File: src/rtl/sync_fifo_flags.sv
// Parametrised single-clock FIFO with occupancy count, almost-full/almost-empty
// thresholds, per-cycle overflow/underflow pulses, a sticky error flag and optional FWFT read.
module sync_fifo_flags #(
  parameter int WIDTH     = 8,
  parameter int DEPTH     = 16,
  parameter int AF_THRESH = DEPTH - 2,
  parameter int AE_THRESH = 2,
  parameter int FWFT      = 0
) (
  input  logic                       clk_i,
  input  logic                       rst_i,
  input  logic                       wr_en_i,
  input  logic [WIDTH-1:0]           wdata_i,
  input  logic                       rd_en_i,
  input  logic                       clr_err_i,
  output logic [WIDTH-1:0]           rdata_o,
  output logic                       rvalid_o,
  output logic                       full_o,
  output logic                       empty_o,
  output logic                       almost_full_o,
  output logic                       almost_empty_o,
  output logic [$clog2(DEPTH):0]     count_o,
  output logic                       overflow_o,
  output logic                       underflow_o,
  output logic                       error_o
);

  localparam int AW = $clog2(DEPTH);
  localparam int CW = AW + 1;
  localparam logic [CW-1:0] DEPTH_C = CW'(DEPTH);
  localparam logic [CW-1:0] AF_C    = CW'(AF_THRESH);
  localparam logic [CW-1:0] AE_C    = CW'(AE_THRESH);

  logic [WIDTH-1:0] mem_q [DEPTH];
  logic [AW-1:0]    wr_ptr_q, rd_ptr_q;
  logic [CW-1:0]    count_q, count_d;
  logic             full_q, empty_q, af_q, ae_q;
  logic             ovf_q, unf_q, err_q;
  logic             wr_acc, rd_acc;

  assign wr_acc = wr_en_i && !full_q;
  assign rd_acc = rd_en_i && !empty_q;

  always_comb begin
    count_d = count_q;
    case ({wr_acc, rd_acc})
      2'b10:   count_d = count_q + 1'b1;
      2'b01:   count_d = count_q - 1'b1;
      default: count_d = count_q;
    endcase
  end

  // Storage is deliberately left out of reset.
  always_ff @(posedge clk_i) begin
    if (!rst_i && wr_acc) mem_q[wr_ptr_q] <= wdata_i;
  end

  // Flags are registered from count_d so they move on the same edge as count_o.
  always_ff @(posedge clk_i) begin
    if (rst_i) begin
      wr_ptr_q <= '0;
      rd_ptr_q <= '0;
      count_q  <= '0;
      full_q   <= 1'b0;
      empty_q  <= 1'b1;
      af_q     <= 1'b0;
      ae_q     <= 1'b1;
      ovf_q    <= 1'b0;
      unf_q    <= 1'b0;
      err_q    <= 1'b0;
    end else begin
      if (wr_acc) wr_ptr_q <= wr_ptr_q + 1'b1;
      if (rd_acc) rd_ptr_q <= rd_ptr_q + 1'b1;
      count_q <= count_d;
      full_q  <= (count_d == DEPTH_C);
      empty_q <= (count_d == '0);
      af_q    <= (count_d >= AF_C);
      ae_q    <= (count_d <= AE_C);
      ovf_q   <= wr_en_i && full_q;
      unf_q   <= rd_en_i && empty_q;
      if ((wr_en_i && full_q) || (rd_en_i && empty_q)) err_q <= 1'b1;
      else if (clr_err_i)                                err_q <= 1'b0;
    end
  end

  generate
    if (FWFT != 0) begin : g_fwft
      // Head word is forced to zero while empty so reset presents rdata_o = 0.
      assign rdata_o  = empty_q ? '0 : mem_q[rd_ptr_q];
      assign rvalid_o = !empty_q;
    end else begin : g_std
      logic [WIDTH-1:0] rdata_q;
      logic             rvalid_q;
      always_ff @(posedge clk_i) begin
        if (rst_i) begin
          rdata_q  <= '0;
          rvalid_q <= 1'b0;
        end else begin
          rvalid_q <= rd_acc;
          if (rd_acc) rdata_q <= mem_q[rd_ptr_q];
        end
      end
      assign rdata_o  = rdata_q;
      assign rvalid_o = rvalid_q;
    end
  endgenerate

  assign full_o         = full_q;
  assign empty_o        = empty_q;
  assign almost_full_o  = af_q;
  assign almost_empty_o = ae_q;
  assign count_o        = count_q;
  assign overflow_o     = ovf_q;
  assign underflow_o    = unf_q;
  assign error_o        = err_q;

endmodule

File: config.mk
export PLATFORM = sky130hd
export DESIGN_NAME = sync_fifo_flags
export DESIGN_NICKNAME = d
export VERILOG_FILES = /design/src/rtl/sync_fifo_flags.sv
export SDC_FILE = /design/constraint.sdc
export NUM_CORES = 1
export LEC_CHECK = 0
export CAP_MARGIN = 20
export CORE_AREA = 2 2 110 112
export CTS_BUF_LIST = sky130_fd_sc_hd__clkbuf_16
export CTS_CLUSTER_DIAMETER = 40
export DETAILED_ROUTE_END_ITERATION = 8
export DIE_AREA = 0 0 112 114
export HOLD_SLACK_MARGIN = 0.06
export PLACE_DENSITY_LB_ADDON = 0.05
export SLEW_MARGIN = 30
export SYNTH_ARGS = -nofsm -noshare
export SYNTH_HDL_FRONTEND = slang
export SYNTH_SLANG_ARGS = --single-unit
File: constraint.sdc
create_clock -name clk_i -period 2.53 [get_ports clk_i]
set_clock_uncertainty 0.1 [all_clocks]
set_input_delay 0.3795 -clock clk_i [delete_from_list [all_inputs] [get_ports clk_i]]
set_output_delay 0.3795 -clock clk_i [all_outputs]
set_load 0.05 [all_outputs]
Word-level counts from Yosys, hierarchy flattened. Memories as Yosys holds them, arrays and structs flattened. A register that Yosys moved wholly into a read port is not among the register bits. Cells that the tools add are included. W data, S select, Z words.

ROM bits: 0. Output and inout bits: 21. Logic and storage cells: 37. Input bits: 13. Bits in latches: 0. Bits in registers: 21. Memories: 1. RAM bits: 128.

Memories: mem_q (words 16, bits a word 8, read ports 1, clocked after Yosys merged registers in 1, write ports 1, RTL line 34) `logic [WIDTH-1:0] mem_q [DEPTH];`.

Bitwise logic cells: 0. Divide/modulo/power cells: 0. Multiplexer cells: 5. Reduce and logical (&&, ||, !) cells: 11. Order comparisons: 2. Shift-type cells: 0. Equality and inequality tests: 3. Multiply operators: 0. Add/subtract/negate cells: 4.

Operators with widths (number): $pmux W5 S2 (1); $add A4 B1 Y4 const B (2); $add A5 B1 Y5 const B (1); $eq A5 B5 Y1 const B (1); $ge A5 B4 Y1 const B (1); $le A5 B2 Y1 const B (1); $logic_and A1 B1 Y1 (5); $logic_not A5 Y1 (1); $sub A5 B1 Y5 const B (1); $mux W1 (4); $logic_not A1 Y1 (3); $eq A2 B1 Y1 const B (1); $eq A2 B2 Y1 const B (1); $reduce_bool A2 Y1 (1); $logic_or A1 B1 Y1 (1).

Longest topological paths before layout. Gate-level depths: netlist of the first run.

Depth in word-level cells: 5. Depth in mapped cells: 11. Depth with buffers taken out: 10.

Worst setup path after synthesis of the first run. Ideal clock, no wire load.

Kind: register to register. Start: register full_q, in the netlist full_o. End: register full_q, in the netlist full_o. Arrival time: 2.393 ns. Stages on the path, launching flop included: 12. Path buffers: 1. Data required time: 2.313 ns. Setup slack: -0.080 ns. Cell sequence: dfxtp_1 nor2b_2 buf_6 inv_4 nand2_4 xnor2_1 ha_1 nor3b_1 a31oi_1 a221oi_2 xnor2_1 and4bb_1.

Word-level cells in the longest chain between the ends: 5.

RTL lines: start, declared (RTL line 37) `logic full_q, empty_q, af_q, ae_q;`; start signal, assigned (RTL line 75) `full_q <= (count_d == DEPTH_C);`; $logic_not A1 Y1 (*) (RTL line 41) `assign wr_acc = wr_en_i && !full_q;`; $logic_and A1 B1 Y1 (*) (RTL line 41); $eq A2 B1 Y1 / $eq A2 B2 Y1 (equally long branches) (RTL line 46) `case ({wr_acc, rd_acc})`; $pmux W5 S2 (*) (RTL line 46); $eq A5 B5 Y1 (*) (RTL line 75).

Mark *: on every way between the ends. The rest lies on a longest branch, timed or not. A chain may end at the register's enable or synchronous reset.

Worst setup path in the final report of the first run.
Start: input port wr_en_i. End: register full_q, in the netlist full_o.

Word-level cells in the longest chain between the ends: 4.

RTL lines: start, declared (RTL line 12) `input logic wr_en_i,`; $logic_and A1 B1 Y1 (*) (RTL line 41); $eq A2 B1 Y1 / $eq A2 B2 Y1 (equally long branches) (RTL line 46); $pmux W5 S2 (*) (RTL line 46); $eq A5 B5 Y1 (*) (RTL line 75).

Marked as above.

==> flow_summary.json, run 1 <==
{
  "postSynth.topFlopCell": "edfxtp_1",
  "grt_antenna_before_repair": 0,
  "critical_path.endpoint_type": "register",
  "clk_transition_reported_paths_ns": 0.06,
  "dpl.cell_count": 564,
  "die_h_microns": 114,
  "layout-drive-gt1-share_pct": 24.67,
  "timing_max_transition_violations_final": 0,
  "synthesis.instances": 367,
  "yosys.cell_types.count": 47,
  "detail_route.drc_violations": 0,
  "final_period_minus_worst_setup_slack_ns": 2.455,
  "finish.utilization_pct": 64.41,
  "final_wirelength_microns": 12310,
  "floorplan.die_area_sq_um": 12770,
  "source_to_sink_clock_delay_at_the_later_pin_of_the_worst_skew_pair_ns": 0.42,
  "num_antenna_cells": 0,
  "first_pass_grt_wire_length_microns": 19000,
  "timing.final.setup_violations": 0,
  "worst_hold_path_type": "reg2reg",
  "postSynth.asyncResetShare_pct": 0,
  "seq_area_sq_um": 4428,
  "worstHoldPathCells": 1,
  "post_synth_mux_area_share_pct": 11.76,
  "cts-buffers-inserted": 17,
  "grt_max_degree": 36,
  "clock_tree.htree_level_count": 4,
  "critPathKind": "in2reg",
  "yosysWarningCount": 0,
  "fmax_mhz": 407.4,
  "number_of_detailed_routing_iterations_run_before_antenna_repair": 4,
  "first_global_vias": 3396,
  "clock_tree.root_cell": "clkbuf_16",
  "maximum_root_to_sink_buffer_count": 2,
  "yosys.area_share.simple_pct": 5.978,
  "first_iter_violations": 270,
  "std_cell_rows": 40,
  "synthToLayoutAreaGrowth_pct": 21.36,
  "multi_input_gate_area_in_the_final_layout_sq_um": 1678,
  "clkSinkCount": 157,
  "synth_area_leader_cell": "edfxtp_1",
  "crit_required_ns": 2.74,
  "cp_data_arrival_time_ns": 2.66,
  "core_area_sq_um": 11710,
  "post-dp-hpwl_microns": 7705,
  "postRouteAntennaNets": 0,
  "routed_wire_length_per_instance_microns": 20.62,
  "drv.max_cap_violation_count": 0,
  "gp_routability_congestion": 0.8517,
  "main_combinational_cell_family_by_area_after_synthesis": "multiplexers",
  "synthesis.area_per_instance_sq_um": 16.94,
  "post_synthesis_xor_xnor_area_fraction_pct": 1.912,
  "final_common_cell": "edfxtp_1",
  "pin_count": 34,
  "ir_drop_mv": 0.5598,
  "syn_area_sq_um": 6216,
  "relSlewSlack_pct": 60.11,
  "final_cell_area_sq_um": 7543,
  "holdBufCountCts": 0,
  "cp-start-kind": "input port",
  "cts_tree": "done",
  "hold_slack_ns": 0.3656,
  "fin_total_pwr_mw": 6.903,
  "num_vias": 3392,
  "floorplan.initialDensity_pct": 53.08,
  "cellPowerDensity_nw_per_um2": 915.1,
  "synth_adder_area_share_pct": 1.409,
  "synth.top_cell.area_share_pct": 61.84,
  "critical_path_peak_fanout": 5,
  "fill_cells": 847,
  "status": "finished clean",
  "setup_total_negative_slack_ns": 0,
  "worst_pin_slew_ns": 0.5965,
  "pre_cts_ws_ns": -0.4043,
  "synth-compound-area-share_pct": 5.576,
  "postSynthRegisterBits": 157,
  "yosysSeqAreaShare_pct": 71.18,
  "post_layout_instance_count_excluding_filler_cells": 597,
  "grt_util_all_layers_pct": 20.86,
  "leakagePower_nw": 2.582,
  "placement.io_buffers": 33,
  "fin_ws_ns": 0.07521,
  "route.detailed.vias_per_inst": 5.682,
  "hold_viol": 0,
  "grt_overflow": 0,
  "reg2reg_depth": 10,
  "detailed_place.area_sq_um": 6948,
  "synth_area_leaders": "edfxtp_1, mux4_2, dfxtp_1",
  "commonest_cells_after_routing_fill_and_taps_aside": "edfxtp_1, nor2_1, buf_4",
  "finish.net_count": 457,
  "mappedNetlistNets": 387,
  "die_width_microns": 112,
  "finalCritPeriodShare_pct": 97.03,
  "number_of_flops_mapped_to_enable_cells_by_yosys": 128
}
==> metal layers <==
metal	part of all wire (%)	vias to the layer above	track usage (%)	routed length (microns)
met5	0	-	0	0
met4	2.1	0	9.512	254
met3	4.3	20	4.357	533
met2	50	76	34.22	6199
met1	43	1727	27.27	5322
li1	-	1569	-	-
==> Yosys cell counts, types with 2 or more instances <==
library cell,instances
a21oi_1,21
a22oi_1,16
buf_1,6
buf_2,5
buf_4,2
clkbuf_1,8
dfxtp_1,29
edfxtp_1,128
ha_1,7
inv_1,6
mux4_2,32
nand2_1,15
nand2b_1,2
nand4_1,2
nor2_1,38
nor2b_1,3
nor3_1,7
o22ai_1,2
xnor2_1,5
xor2_1,6
==> where the power goes <==
part           internal [mW]  switching, mW
clock network           1.48          0.934
logic                  0.668          0.839
registers               2.91         0.0788
==> cell type report <==
cell class              instances  share of cell area, %
inverters                       8                 0.4312
repair buffers                 73                  8.691
clock buffers                  18                  5.971
multi-input cells             180                  22.24
well taps                     147                  2.438
flip-flops and latches        157                  58.70
clock inverters                14                  1.526
==> sequential cells by signal (all words and copies together) (netlist names) <==
register        cells
almost_full_o       1
rvalid_o            1
rd_ptr_q            4
rdata_o             8
almost_empty_o      1
underflow_o         1
overflow_o          1
mem_q             128
wr_ptr_q            4
error_o             1
full_o              1
empty_o             1
count_o             5
==> cells by family (layout without fill, tap and decap cells) <==
logic type / Yosys count / count (layout)
AND/OR/NAND/NOR: 77 / 77
XOR/XNOR: 12 / 12
adder cells (fa/ha/maj): 7 / 7
flip-flops: 157 / 157
buffers and inverters: 30 / 113
AO/OA/AOI/OAI: 51 / 51
multiplexers: 33 / 33
==> worst paths after layout <==
kind                        start                   end  slack, ns
max                       wr_en_i     full_o$_SDFF_PP0_       0.08
min          error_o$_SDFFE_PP0P_  error_o$_SDFFE_PP0P_       0.37
max reg2reg    empty_o$_SDFF_PP1_     full_o$_SDFF_PP0_       0.21
min reg2reg  error_o$_SDFFE_PP0P_  error_o$_SDFFE_PP0P_       0.37
==> worst max-delay path, cell delays in order <==
cell and delay, ns:
clkdlybuf4s50_1 0.49, nor2b_4 0.18, inv_4 0.05, nand2_4 0.06, xnor2_1 0.12, ha_2 0.25, nor3b_1 0.21, a31oi_1 0.13
a221oi_2 0.35, xnor2_2 0.20, and4bb_1 0.25
==> repair_timing <==
action	CTS	global route
hold endpoints to repair	0	0
endpoints found under the setup margin	0	4
buffers inserted	0	1
gates resized for setup	0	4
Note: power is estimated with default switching activity, not from simulation.
==> run 2, diff against run 1 <==
- clock period: 2.53 -> 2.75 ns (I/O delays scaled with it)
==> run 2 against run 1 <==
Clock-buffer cell count shrank 1. Flip-flop and latch count is the same. Critical path depth stayed put. Power shrank 6.5%. Register-to-register slack improved by 0.10 ns. Sequential power down 7.0%. Critical path type unchanged. Clock power barely moved. Sequential share of layout area up 0.54 points. Hold slack lost 0.00093 ns.
==> flow_summary.json, run 2 (synthesis results as in run 1) <==
{
  "commonest_cells_after_routing_fill_and_taps_aside": "edfxtp_1, nor2_1, clkdlybuf4s50_1",
  "dpl.cell_count": 552,
  "timing.final.setup_violations": 0,
  "clock_tree.htree_level_count": 4,
  "worst_path_dominant_cell_family": "simple AND/OR/NAND/NOR gates",
  "postRouteAntennaNets": 0,
  "cp_data_arrival_time_ns": 2.80,
  "timing_max_transition_violations_final": 0,
  "hold_slack_ns": 0.3647,
  "max_flop_register": "mem_q",
  "finish.net_count": 444,
  "fmax_mhz": 387.7,
  "final_common_cell": "edfxtp_1",
  "critPathMaxStageDelay_ns": 0.47,
  "cp-start-kind": "input port",
  "worst_hold_path_type": "reg2reg",
  "drv.max_cap_violation_count": 0,
  "route.detailed.vias_per_inst": 5.789,
  "layout-drive-gt1-share_pct": 21.79,
  "clk_transition_reported_paths_ns": 0.06,
  "cts-buffers-inserted": 17,
  "path_cells": "clkdlybuf4s50_1, nor2b_2, inv_4, nand2_4, xnor2_1, ha_1, nor3b_1, a31oi_1, a221oi_2, xnor2_1, and4bb_1",
  "die_h_microns": 114,
  "status": "finished clean",
  "detailed_place.area_sq_um": 6868,
  "final_period_minus_worst_setup_slack_ns": 2.579,
  "hold_viol": 0,
  "clock_tree.root_cell": "clkbuf_16",
  "std_cell_rows": 40,
  "final_wirelength_microns": 12190,
  "first_pass_grt_wire_length_microns": 19410,
  "critical_path.endpoint_type": "register",
  "grt_util_all_layers_pct": 21.00,
  "num_antenna_cells": 0,
  "timing.critical_path.slowest_stage_cell": "clkdlybuf4s50_1",
  "holdBufCountCts": 0,
  "cts_tree": "done",
  "crit_required_ns": 2.97,
  "final_cell_area_sq_um": 7471,
  "source_to_sink_clock_delay_at_the_later_pin_of_the_worst_skew_pair_ns": 0.42,
  "floorplan.die_area_sq_um": 12770,
  "post-cts-setup-buffer-count": 0,
  "maximum_root_to_sink_buffer_count": 2,
  "ir_drop_mv": 0.4544,
  "die_width_microns": 112,
  "number_of_detailed_routing_iterations_run_before_antenna_repair": 4,
  "worst_pin_slew_ns": 0.8001,
  "gp_routability_congestion": 0.8081,
  "multi_input_gate_area_in_the_final_layout_sq_um": 1655,
  "fill_cells": 863,
  "clkSinkCount": 157,
  "post-dp-hpwl_microns": 7727,
  "num_vias": 3375,
  "path_buf_inv": 2,
  "seq_area_sq_um": 4425,
  "pin_count": 34,
  "leakagePower_nw": 2.504,
  "rsz_0062_raised_after_global_routing": "no",
  "grt_max_degree": 36,
  "placement.io_buffers": 33,
  "core_area_sq_um": 11710,
  "relSlewSlack_pct": 46.55,
  "post_layout_instance_count_excluding_filler_cells": 583,
  "synthToLayoutAreaGrowth_pct": 20.19,
  "max_ffs_per_register": 128,
  "fin_ws_ns": 0.1710,
  "grt_overflow": 0,
  "finalCritPeriodShare_pct": 93.78,
  "critPathKind": "in2reg",
  "first_iter_violations": 229,
  "cell_mode_on_critical_path": "xnor2_1",
  "cts_repair_resize_count": 0,
  "critical_path_peak_fanout": 5,
  "cellPowerDensity_nw_per_um2": 864.0,
  "routed_wire_length_per_instance_microns": 20.92,
  "floorplan.initialDensity_pct": 53.08,
  "first_global_vias": 3432,
  "pre_cts_ws_ns": -0.2166,
  "detail_route.drc_violations": 0,
  "grt_antenna_before_repair": 0
}
==> run 2: path summary, 6_finish.rpt <==
| check | from | endpoint | slack (ns) | depth (start not counted) |
|---|---|---|---|---|
| worst max-delay path | wr_en_i | full_o$_SDFF_PP0_ | 0.17 | 11 |
| worst max register to register | full_o$_SDFF_PP0_ | full_o$_SDFF_PP0_ | 0.31 | 10 |
| worst min-delay path | error_o$_SDFFE_PP0P_ | error_o$_SDFFE_PP0P_ | 0.36 | 1 |
| worst min register to register | error_o$_SDFFE_PP0P_ | error_o$_SDFFE_PP0P_ | 0.36 | 1 |
==> run 2: power by group <==
| group | total, mW | switching (mW) | internal, mW |
|---|---|---|---|
| combinational | 1.28 | 0.715 | 0.568 |
| sequential | 2.78 | 0.113 | 2.67 |
| clock | 2.39 | 0.889 | 1.50 |
| total | 6.45 | 1.72 | 4.74 |
==> run 2: area by class of cell <==
| cell class | instances | area share [%] |
|---|---|---|
| inverters | 8 | 0.4354 |
| flip-flops and latches | 157 | 59.24 |
| clock inverters | 14 | 2.378 |
| well taps | 147 | 2.462 |
| clock buffers | 17 | 5.694 |
| multi-input cells | 180 | 22.16 |
| repair buffers | 60 | 7.637 |
==> run 2: metal layers <==
metal	global-route usage [%]	vias to the layer above	share of wire, %
met5	0	-	0
met4	9.431	0	2.5
met3	4.676	21	4.9
met2	34.26	101	51
met1	27.52	1710	42
li1	-	1543	-
==> run 2: metrics by stage <==
stage / utilization, % / power (mW) / setup TNS (ns)
after floorplan: - / 3.719 / 0
after global placement: 58.64 / 4.109 / -0.2855
after detailed placement: 58.64 / 4.125 / -0.7082
after CTS: 63.79 / 6.514 / 0
after global routing: 63.79 / 6.702 / 0
final: 63.79 / 6.455 / 0
